## config.mk

```make
export PLATFORM = sky130hd
export DESIGN_NAME = data_mem_responder_flat
export DESIGN_NICKNAME = d
export VERILOG_FILES = /design/src/rtl/dmem_pkg.sv /design/src/rtl/data_mem_responder_if.sv /design/src/rtl/dmem_array.sv /design/src/rtl/data_mem_responder.sv /design/src/flat_wrapper.sv
export SDC_FILE = /design/constraint.sdc
export NUM_CORES = 2
export LEC_CHECK = 0
export CAP_MARGIN = 20
export CORE_MARGIN = 2
export CORE_UTILIZATION = 29
export CTS_CLUSTER_SIZE = 8
export DETAILED_ROUTE_END_ITERATION = 8
export SLEW_MARGIN = 20
export SYNTH_ARGS = -nofsm -noshare
export SYNTH_HDL_FRONTEND = slang
export SYNTH_SLANG_ARGS = --single-unit
export TNS_END_PERCENT = 5
```

## constraint.sdc

```tcl
create_clock -name CLK -period 3.8 [get_ports CLK]
set_input_delay 0.38 -clock CLK [delete_from_list [all_inputs] [get_ports CLK]]
set_output_delay 0.38 -clock CLK [all_outputs]
set_load 0.01 [all_outputs]
```

## src/rtl/dmem_pkg.sv

```systemverilog
// rtl/dmem_pkg.sv - shared types and defaults for the data-memory responder
package dmem_pkg;

  typedef enum logic [1:0] {IDLE, WAIT, XFER, ERR} dmem_state_t;

  typedef enum logic {OP_RD, OP_WR} dmem_op_t;

  localparam int LINE_WORDS_DEF = 4;
  localparam int BEAT_W         = $clog2(LINE_WORDS_DEF);
  localparam int LAT_W          = 4;

endpackage

```

## src/rtl/data_mem_responder_if.sv

```systemverilog
// rtl/data_mem_responder_if.sv - data-cache to memory request/response bus
interface data_mem_responder_if #(
  parameter int N = 8
);

  logic [N-1:0] A;
  logic         RE;
  logic         WE;
  logic         BURST;
  logic [N-1:0] WD;
  logic [N-1:0] RD;
  logic         RVALID;
  logic         WACK;
  logic         BUSY;
  logic         IOException;

  modport master (
    output A, RE, WE, BURST, WD,
    input  RD, RVALID, WACK, BUSY, IOException
  );

  modport slave (
    input  A, RE, WE, BURST, WD,
    output RD, RVALID, WACK, BUSY, IOException
  );

endinterface

```

## src/rtl/dmem_array.sv

```systemverilog
// rtl/dmem_array.sv - single-port synchronous word RAM behind the responder
module dmem_array #(
  parameter int N         = 8,
  parameter int MEM_WORDS = 192
) (
  input  logic         clk,
  input  logic         we,
  input  logic [N-1:0] addr,
  input  logic [N-1:0] wd,
  output logic [N-1:0] rd
);

  logic [N-1:0] mem [MEM_WORDS];
  logic         in_range;

  // Addresses past the window (e.g. prefetch after a line's last beat) read as zero.
  assign in_range = int'(addr) < MEM_WORDS;

  always_ff @(posedge clk) begin
    if (we && in_range) begin
      mem[addr] <= wd;
    end
    rd <= in_range ? mem[addr] : '0;
  end

endmodule

```

## src/rtl/data_mem_responder.sv

```systemverilog
// rtl/data_mem_responder.sv - latency-programmable responder for single, write and line-fill requests
module data_mem_responder
  import dmem_pkg::*;
#(
  parameter int N          = 8,
  parameter int MEM_WORDS  = 192,
  parameter int LINE_WORDS = 1 << BEAT_W,
  parameter int LATENCY    = 2
) (
  input  logic                 CLK,
  input  logic                 RESET,
  data_mem_responder_if.slave  bus
);

  localparam int           BW         = (LINE_WORDS > 1) ? $clog2(LINE_WORDS) : 1;
  localparam logic [N-1:0] ALIGN_MASK = ~N'(LINE_WORDS - 1);

  dmem_state_t     state_q, state_d;
  dmem_op_t        op_q, op_d;
  logic            burst_q, burst_d;
  logic [N-1:0]    addr_q, addr_d;
  logic [N-1:0]    wd_q, wd_d;
  logic [LAT_W-1:0] lat_q, lat_d;
  logic [BW-1:0]   beat_q, beat_d;

  logic            req;
  logic            req_burst;
  logic [N-1:0]    req_addr;
  logic            last_beat;
  logic            xfer_done;
  logic [N-1:0]    mem_addr;
  logic            mem_we;
  logic [N-1:0]    mem_rd;

  assign req       = bus.RE | bus.WE;
  assign req_burst = bus.BURST & ~bus.WE;
  assign req_addr  = req_burst ? (bus.A & ALIGN_MASK) : bus.A;
  assign last_beat = !burst_q || (beat_q == BW'(LINE_WORDS - 1));
  assign xfer_done = (op_q == OP_WR) || last_beat;

  always_comb begin
    state_d = state_q;
    op_d    = op_q;
    burst_d = burst_q;
    addr_d  = addr_q;
    wd_d    = wd_q;
    lat_d   = lat_q;
    beat_d  = beat_q;
    unique case (state_q)
      IDLE: begin
        if (req) begin
          op_d    = bus.WE ? OP_WR : OP_RD;
          burst_d = req_burst;
          addr_d  = req_addr;
          wd_d    = bus.WD;
          beat_d  = '0;
          if (int'(bus.A) >= MEM_WORDS) begin
            state_d = ERR;
          end else if (LATENCY > 0) begin
            state_d = WAIT;
            lat_d   = LAT_W'(LATENCY - 1);
          end else begin
            state_d = XFER;
          end
        end
      end
      WAIT: begin
        if (lat_q == '0) begin
          state_d = XFER;
        end else begin
          lat_d = lat_q - LAT_W'(1);
        end
      end
      XFER: begin
        if (xfer_done) begin
          state_d = IDLE;
        end else begin
          beat_d = beat_q + BW'(1);
        end
      end
      ERR: begin
        state_d = IDLE;
      end
      default: begin
        state_d = IDLE;
      end
    endcase
  end

  // The RAM is one cycle behind, so each cycle presents the address of the next beat.
  always_comb begin
    mem_addr = addr_q;
    mem_we   = 1'b0;
    unique case (state_q)
      IDLE: mem_addr = req_addr;
      XFER: begin
        if (op_q == OP_WR) begin
          mem_we = 1'b1;
        end else begin
          mem_addr = addr_q + N'(beat_q) + N'(1);
        end
      end
      default: mem_addr = addr_q;
    endcase
  end

  always_ff @(posedge CLK) begin
    if (RESET) begin
      state_q <= IDLE;
      op_q    <= OP_RD;
      burst_q <= 1'b0;
      addr_q  <= '0;
      wd_q    <= '0;
      lat_q   <= '0;
      beat_q  <= '0;
    end else begin
      state_q <= state_d;
      op_q    <= op_d;
      burst_q <= burst_d;
      addr_q  <= addr_d;
      wd_q    <= wd_d;
      lat_q   <= lat_d;
      beat_q  <= beat_d;
    end
  end

  dmem_array #(
    .N         (N),
    .MEM_WORDS (MEM_WORDS)
  ) u_array (
    .clk  (CLK),
    .we   (mem_we),
    .addr (mem_addr),
    .wd   (wd_q),
    .rd   (mem_rd)
  );

  // The response cycle (last beat, WACK or error) drops BUSY so the initiator advances.
  assign bus.BUSY = (state_q == IDLE) ? req :
                    (state_q == WAIT) ? 1'b1 :
                    (state_q == XFER) ? !xfer_done : 1'b0;

  assign bus.RVALID      = ((state_q == XFER) || (state_q == ERR)) && (op_q == OP_RD);
  assign bus.WACK        = ((state_q == XFER) || (state_q == ERR)) && (op_q == OP_WR);
  assign bus.RD          = ((state_q == XFER) && (op_q == OP_RD)) ? mem_rd : '0;
  assign bus.IOException = (state_q == ERR);

endmodule

```

## src/flat_wrapper.sv

```systemverilog
// flat-port wrapper written by rule: the top's interface ports become plain ports
module data_mem_responder_flat import dmem_pkg::*;
#(
  parameter int N          = 8,
  parameter int MEM_WORDS  = 192,
  parameter int LINE_WORDS = 1 << BEAT_W,
  parameter int LATENCY    = 2
)
  (CLK, RESET, bus_A, bus_RE, bus_WE, bus_BURST, bus_WD, bus_RD, bus_RVALID, bus_WACK, bus_BUSY, bus_IOException);
  data_mem_responder_if #(.N(N)) bus_i ();
  input  logic CLK;
  input  logic RESET;
  input wire logic [$bits(bus_i.A)-1:0] bus_A;
  input wire logic [$bits(bus_i.RE)-1:0] bus_RE;
  input wire logic [$bits(bus_i.WE)-1:0] bus_WE;
  input wire logic [$bits(bus_i.BURST)-1:0] bus_BURST;
  input wire logic [$bits(bus_i.WD)-1:0] bus_WD;
  output wire logic [$bits(bus_i.RD)-1:0] bus_RD;
  output wire logic [$bits(bus_i.RVALID)-1:0] bus_RVALID;
  output wire logic [$bits(bus_i.WACK)-1:0] bus_WACK;
  output wire logic [$bits(bus_i.BUSY)-1:0] bus_BUSY;
  output wire logic [$bits(bus_i.IOException)-1:0] bus_IOException;
  assign bus_i.A = bus_A;
  assign bus_i.RE = bus_RE;
  assign bus_i.WE = bus_WE;
  assign bus_i.BURST = bus_BURST;
  assign bus_i.WD = bus_WD;
  assign bus_RD = bus_i.RD;
  assign bus_RVALID = bus_i.RVALID;
  assign bus_WACK = bus_i.WACK;
  assign bus_BUSY = bus_i.BUSY;
  assign bus_IOException = bus_i.IOException;
  data_mem_responder #(.N(N), .MEM_WORDS(MEM_WORDS), .LINE_WORDS(LINE_WORDS), .LATENCY(LATENCY)) u_core (.CLK(CLK), .RESET(RESET), .bus(bus_i));
endmodule
```

* Yosys cells after proc, flatten, opt, wreduce, memory -nomap -nowiden
Memories as Yosys holds them, arrays and structs flattened. A register that Yosys moved wholly into a read port is not among the register bits.
Index checks and enable logic that the tools add are counted.
** Storage, ports and cells
- Register bits after elaboration :: 26
- Output and inout bits :: 12
- Bits in latches :: 0
- Bits in read-only memories :: 0
- Bits in writable memories :: 1536
- Memories :: 1
** Memories
- u_core.u_array.mem :: depth 192, width 8, rd ports 1, clocked after memory_dff 1, write ports 1, RTL line dmem_array.sv:13 : logic [N-1:0] mem [MEM_WORDS];
** Cells by class
- Shifts and indexed selects :: 0
- Equal/unequal tests :: 10
- Magnitude comparators :: 2
- $mul :: 0
- Div/mod/pow operators :: 0
- Muxes and demuxes :: 24
- $add $sub $neg :: 4
- Bitwise logic cells :: 4
- Reductions and logical operators :: 18
** Operators with widths (number)
- $mux W8 :: 2
- $pmux W8 S2 :: 1
- $mux W2 :: 7
- $mux W4 :: 3
- $add A8 B1 Y8 const B :: 1
- $add A8 B2 Y8 :: 1
- $ge A8 B8 Y1 const B :: 1
- $lt A8 B8 Y1 const B :: 1
- $mux W1 :: 8
- $pmux W2 S4 :: 1
- $pmux W4 S2 :: 1
- $eq A2 B2 Y1 const B :: 3
- $ne A2 B1 Y1 const B :: 3
- $ne A2 B2 Y1 const B :: 3
- $reduce_and A3 Y1 :: 2
- $logic_and A1 B1 Y1 :: 4
- $logic_not A4 Y1 :: 1
- $pmux W2 S2 :: 1
- $reduce_and A4 Y1 :: 1
- $reduce_bool A2 Y1 :: 2
- $sub A4 B1 Y4 const B :: 1
- $logic_not A1 Y1 :: 3
- $logic_or A1 B1 Y1 :: 3
- $add A2 B1 Y2 const B :: 1
- 6 further kinds :: 7

* Longest topological paths before layout
- Word-level depth :: 8
- Depth in mapped cells :: 17
- Depth with buffers taken out :: 14

* Hierarchy
From an unflattened synthesis, not the netlist that was laid out.
** Second synthesis, totals
- Cells, all modules :: 2854
- Area total of the unflattened synthesis :: 60621.9 µm²
** By module, submodules not included
- dmem_array :: times used 1, sequential area each 46284.4 µm², cells each 2659, area an instance 59051.6 µm²
- data_mem_responder :: times used 1, sequential area each 520.5 µm², cells each 195, area an instance 1570.3 µm²

* Least setup slack after synthesis
No wires, ideal clock.
- Kind :: reg2reg
- From :: register u_core.beat_q[0]
- To :: memory u_core.u_array.mem[83][0], enable pin
- Setup slack :: 379 ps
- Path buffers :: 3
- Cell stages (with the launch flop) :: 14
- Data required time :: 3430 ps
- Arrival time :: 3051 ps
- Path through :: dfxtp_1 inv_1 ha_1 inv_1 fa_1 nor2b_1 o21ai_1 a21oi_2 buf_2 nor2_2 clkbuf_1 nand3_1 clkbuf_1 nor2_1
** Between the ends
- Word-level cells in the longest chain between the ends :: 8
** RTL lines
- from (decl) :: RTL line data_mem_responder.sv:24 : logic [BW-1:0] beat_q, beat_d;
- from (signal assigned) :: RTL line data_mem_responder.sv:123 : beat_q <= beat_d;
- $add A8 B2 Y8 (*) :: RTL line data_mem_responder.sv:100 : mem_addr = addr_q + N'(beat_q) + N'(1);
- $add A8 B1 Y8 (*) :: RTL line data_mem_responder.sv:100
- $mux W8 (*) :: RTL line data_mem_responder.sv:97 : if (op_q == OP_WR) begin
- $pmux W8 S2 (*) :: RTL line data_mem_responder.sv:94 : unique case (state_q)
- $lt A8 B8 Y1 :: RTL line dmem_array.sv:17 : assign in_range = int'(addr) < MEM_WORDS;
- $logic_and A1 B1 Y1 :: RTL line dmem_array.sv:20 : if (we && in_range) begin
- $mux W1 :: RTL line dmem_array.sv:20
- $mux W1 (implied by the code) :: RTL line dmem_array.sv:21 : mem[addr] <= wd;
- to (decl) :: RTL line dmem_array.sv:13
Every way passes the cells marked *; elsewhere a longest branch is shown, timed or not.

* Worst setup path in the final report
- From :: register u_core.beat_q[0]
- To :: memory u_core.u_array.mem[32][1], enable pin
The elaborated chain is that of the path after synthesis.

==> results.py <==
metrics = {
    "critical_path": {
        "crit_slowest_cell": "fa_1",
        "crit_buf_inv": 7,
        "worstSetupPathType": "flop to flop",
        "critPathRequiredTime_ps": 4340,
        "endpoint_kind": "flop",
        "path_cells": "inv_2 -> ha_4 -> inv_1 -> fa_1 -> nor2b_2 -> o21ai_2 -> buf_4 -> a21oi_4 -> buf_4 -> nor2_4 -> buf_4 -> nand3_1 -> buf_6 -> nor2_1 -> buf_4",
        "start_kind": "flop",
        "arrival_ps": 4270,
        "critPathMaxFanout": 7,
        "crit_family": "buffers and inverters",
        "crit_path_frequent_cell": "buf_4",
        "max_stage_delay_ps": 390,
    },
    "pwr": {
        "swShare": 0.3064,
        "power.internal_mw": 33.76,
        "vdd_ir_drop_max_v": 0.0004252,
        "comb_power_share": 0.243,
        "p_leak_nw": 27.58,
        "p_sw_mw": 14.92,
        "p_clk_frac": 0.351,
        "sequentialPowerShare": 0.406,
        "p_total_mw": 48.68,
        "powerDensity_mw_per_mm2": 621.6,
    },
    "floorplan": {
        "io_pins": 33,
        "die_x_um": 470.8,
        "die_area_sq_mm": 0.2217,
        "start_util": 0.2913,
        "rows": 171,
        "core_region_area_sq_mm": 0.2170,
        "die_y_um": 470.8,
    },
    "yosys": {
        "synth_top_family_by_area": "simple AND/OR/NAND/NOR gates",
        "muxShareOfSynthArea": 0.01956,
        "synth_top_area_share": 0.7299,
        "synthXorXnorAreaFrac": 0.0002772,
        "synth_seq_cells": 1570,
        "syn_inst": 4792,
        "yosysSeqAreaShare": 0.7406,
        "syn-cell-area_sq_mm": 0.06319,
        "synth_ff_type": "edfxtp_1",
        "synthSimpleGateAreaFrac": 0.1382,
        "netlist.top_cell.by_area": "edfxtp_1",
        "synthArstFlopShare": 0,
        "syn_area_per_cell_sq_um": 13.19,
        "synthDistinctLibCells": 80,
        "synth-edff-count": 1536,
        "syn-num-nets": 4820,
        "synthAdderAreaFrac": 0.001505,
        "yosys_warnings": 0,
        "synth_compound_area_frac": 0.07274,
        "ys_top_cells_by_area": "edfxtp_1, nand2_1, nand3_1",
    },
    "placement": {
        "dpl_cell_area_sq_mm": 0.07177,
        "hpwl_mm": 128.9,
        "numPortBuffers": 32,
        "routabilityCongestion": 0.9193,
    },
    "timing": {
        "finalSetupViolations": 0,
        "slew-limit-headroom": 0.3349,
        "hold_ws_ps": 23.94,
        "min_period_ps": 3727,
        "finalClockSkew_ps": 48.29,
        "tns_ps": 0,
        "worstMarginPinSlew_ps": 997.6,
        "rsz0062_at_grt": "true",
        "final_max_slew_viol_count": 0,
        "fmax_ghz": 0.2683,
        "hold_violations": 0,
        "fin_crit_sh": 0.9809,
    },
    "job": {
        "cap_violations": 0,
    },
    "clock_tree": {
        "cts.sinks": 1570,
        "clk_path_buf_depth": 3,
        "numCtsBuffers": 214,
        "cts_tree": "done",
        "cts_hold_buffers": 0,
        "cts_root_buffer": "clkbuf_16",
        "htree_levels": 4,
        "cts.clk_slew.worst_paths_ps": 50,
        "insertion_delay_ps": 860,
    },
    "route": {
        "drc_errors": 0,
        "routedWlPerCell_um": 24.03,
        "antenna_left": 0,
        "num_vias": 43270,
        "viasPerCell": 5.191,
        "dr.first_iter.drc_count": 5634,
        "drt_wl_total_mm": 200.3,
        "firstDrtPassIters": 5,
    },
    "finish": {
        "seq_area_sq_mm": 0.04684,
        "multiInputGateArea_sq_mm": 0.01508,
        "drive_gt1_frac": 0.1884,
        "fill_cells": 20720,
        "layout_common_cells": "edfxtp_1, nand2_1, buf_4, nand3_1, a21oi_1",
        "postLayoutCellArea_sq_mm": 0.07831,
        "final_common_cell": "edfxtp_1",
        "final_nets": 5457,
        "syn_to_final_growth_pct": 23.91,
    },
    "global_routing": {
        "track_usage": 0.1741,
        "grt_pass1_wl_mm": 288.3,
        "grt_overflow": 0,
        "antenna_found_initial": 5,
        "grt_max_degree": 107,
        "grt_pass1_vias": 41760,
    },
    "outcome": {
        "outcome": "finished clean",
    },
    "hold_path": {
        "hold_path.class": "input pin to flop",
    },
}
layout make-up:
type                            instances  share of cell area
Antenna cell                            4           0.0001278
Timing Repair Buffer                  742             0.08852
Multi-Input combinational cell       2892              0.1926
Inverter                                9           0.0004314
Sequential cell                      1570              0.5981
Clock inverter                         15            0.004090
Tap cell                             2854             0.04560
Clock buffer                          249             0.07046
routing by layer:
metal  vias to the layer above  wire length [um]  track usage
li1                      19010                 -            -
met1                     21710             82340       0.2374
met2                      2217             91880       0.2730
met3                       339             18340      0.03332
met4                         0              7726      0.06940
met5                         -                 0            0
flip-flops by register name, indices dropped and copies added (netlist names):
register	cells
u_core.lat_q	4
u_core.burst_q	1
u_core.addr_q	8
u_core.beat_q	2
u_core.wd_q	8
u_core.op_q	1
u_core.u_array.rd	8
u_core.state_q	2
u_core.u_array.mem	1536
power groups by stage:
stage	logic, mW	clock network, mW	registers [mW]
after detailed placement	11.2	0	20.1
after global routing	12.4	18.0	19.8
after global placement	11.1	0	20.1
final	11.8	17.1	19.8
after CTS	11.4	17.3	19.8
after floorplan	5.37	0	20.3
stage by stage:
stage                       util  std cells  setup WS, ps
after global routing      0.3609       8331        -69.08
after global placement    0.3308       8046        -466.9
final                     0.3609       8335         72.59
after CTS                 0.3587       8318       -0.4761
after floorplan                -       4792         378.8
after detailed placement  0.3308       8046        -476.9
timing repair:
item | 4_1_cts | 5_1_grt
setup buffers | 8 | 8
endpoints found under the setup margin | 112 | 62
cloned | 0 | 4
resized for setup | 29 | 55
pin swaps | 2 | 14
endpoints found under the hold margin | 0 | 0
worst paths after layout:
| check | start | slack, ps | cells after the start | endpoint |
|---|---|---|---|---|
| max | u_core.beat_q[0] | 70 | 15 | u_core.u_array.mem[32][1] |
| min reg2reg | u_core.addr_q[7] | 480 | 2 | u_core.addr_q[7] |
| min | RESET | 20 | 2 | u_core.op_q |
| max reg2reg | u_core.beat_q[0] | 70 | 15 | u_core.u_array.mem[32][1] |
Yosys cell counts (3+ instances only):
cell type and n:
a32o_1 6, a32oi_1 65, a21oi_2 3, buf_1 13, a21oi_1 244, o31ai_1 4
buf_6 15, nand2_1 1239, nor2_1 232, nand4_1 30, buf_4 40, a211oi_1 48
a221oi_1 15, o22ai_1 37, a22o_1 5, ha_1 6, and3_1 87, mux2i_1 119
edfxtp_1 1536, a311oi_1 5, and2_1 13, inv_1 9, o2111ai_1 21, o32ai_1 3
nor2b_1 7, clkbuf_1 86, nand3_1 388, dfxtp_1 34, a31oi_1 123, o21ai_1 5
o211ai_1 13, buf_2 167, nor4_1 14, nor3_1 20, a22oi_1 40, o21ai_0 40
mux2_2 4, nor2_2 5
logic make-up after synthesis:
kind of cell	Yosys count
compound gates	704
xor+xnor	2
fa+ha+maj	7
buf+inv	330
flops	1570
mux	123
simple gates	2056
Note: power is estimated with default switching activity, not from simulation.
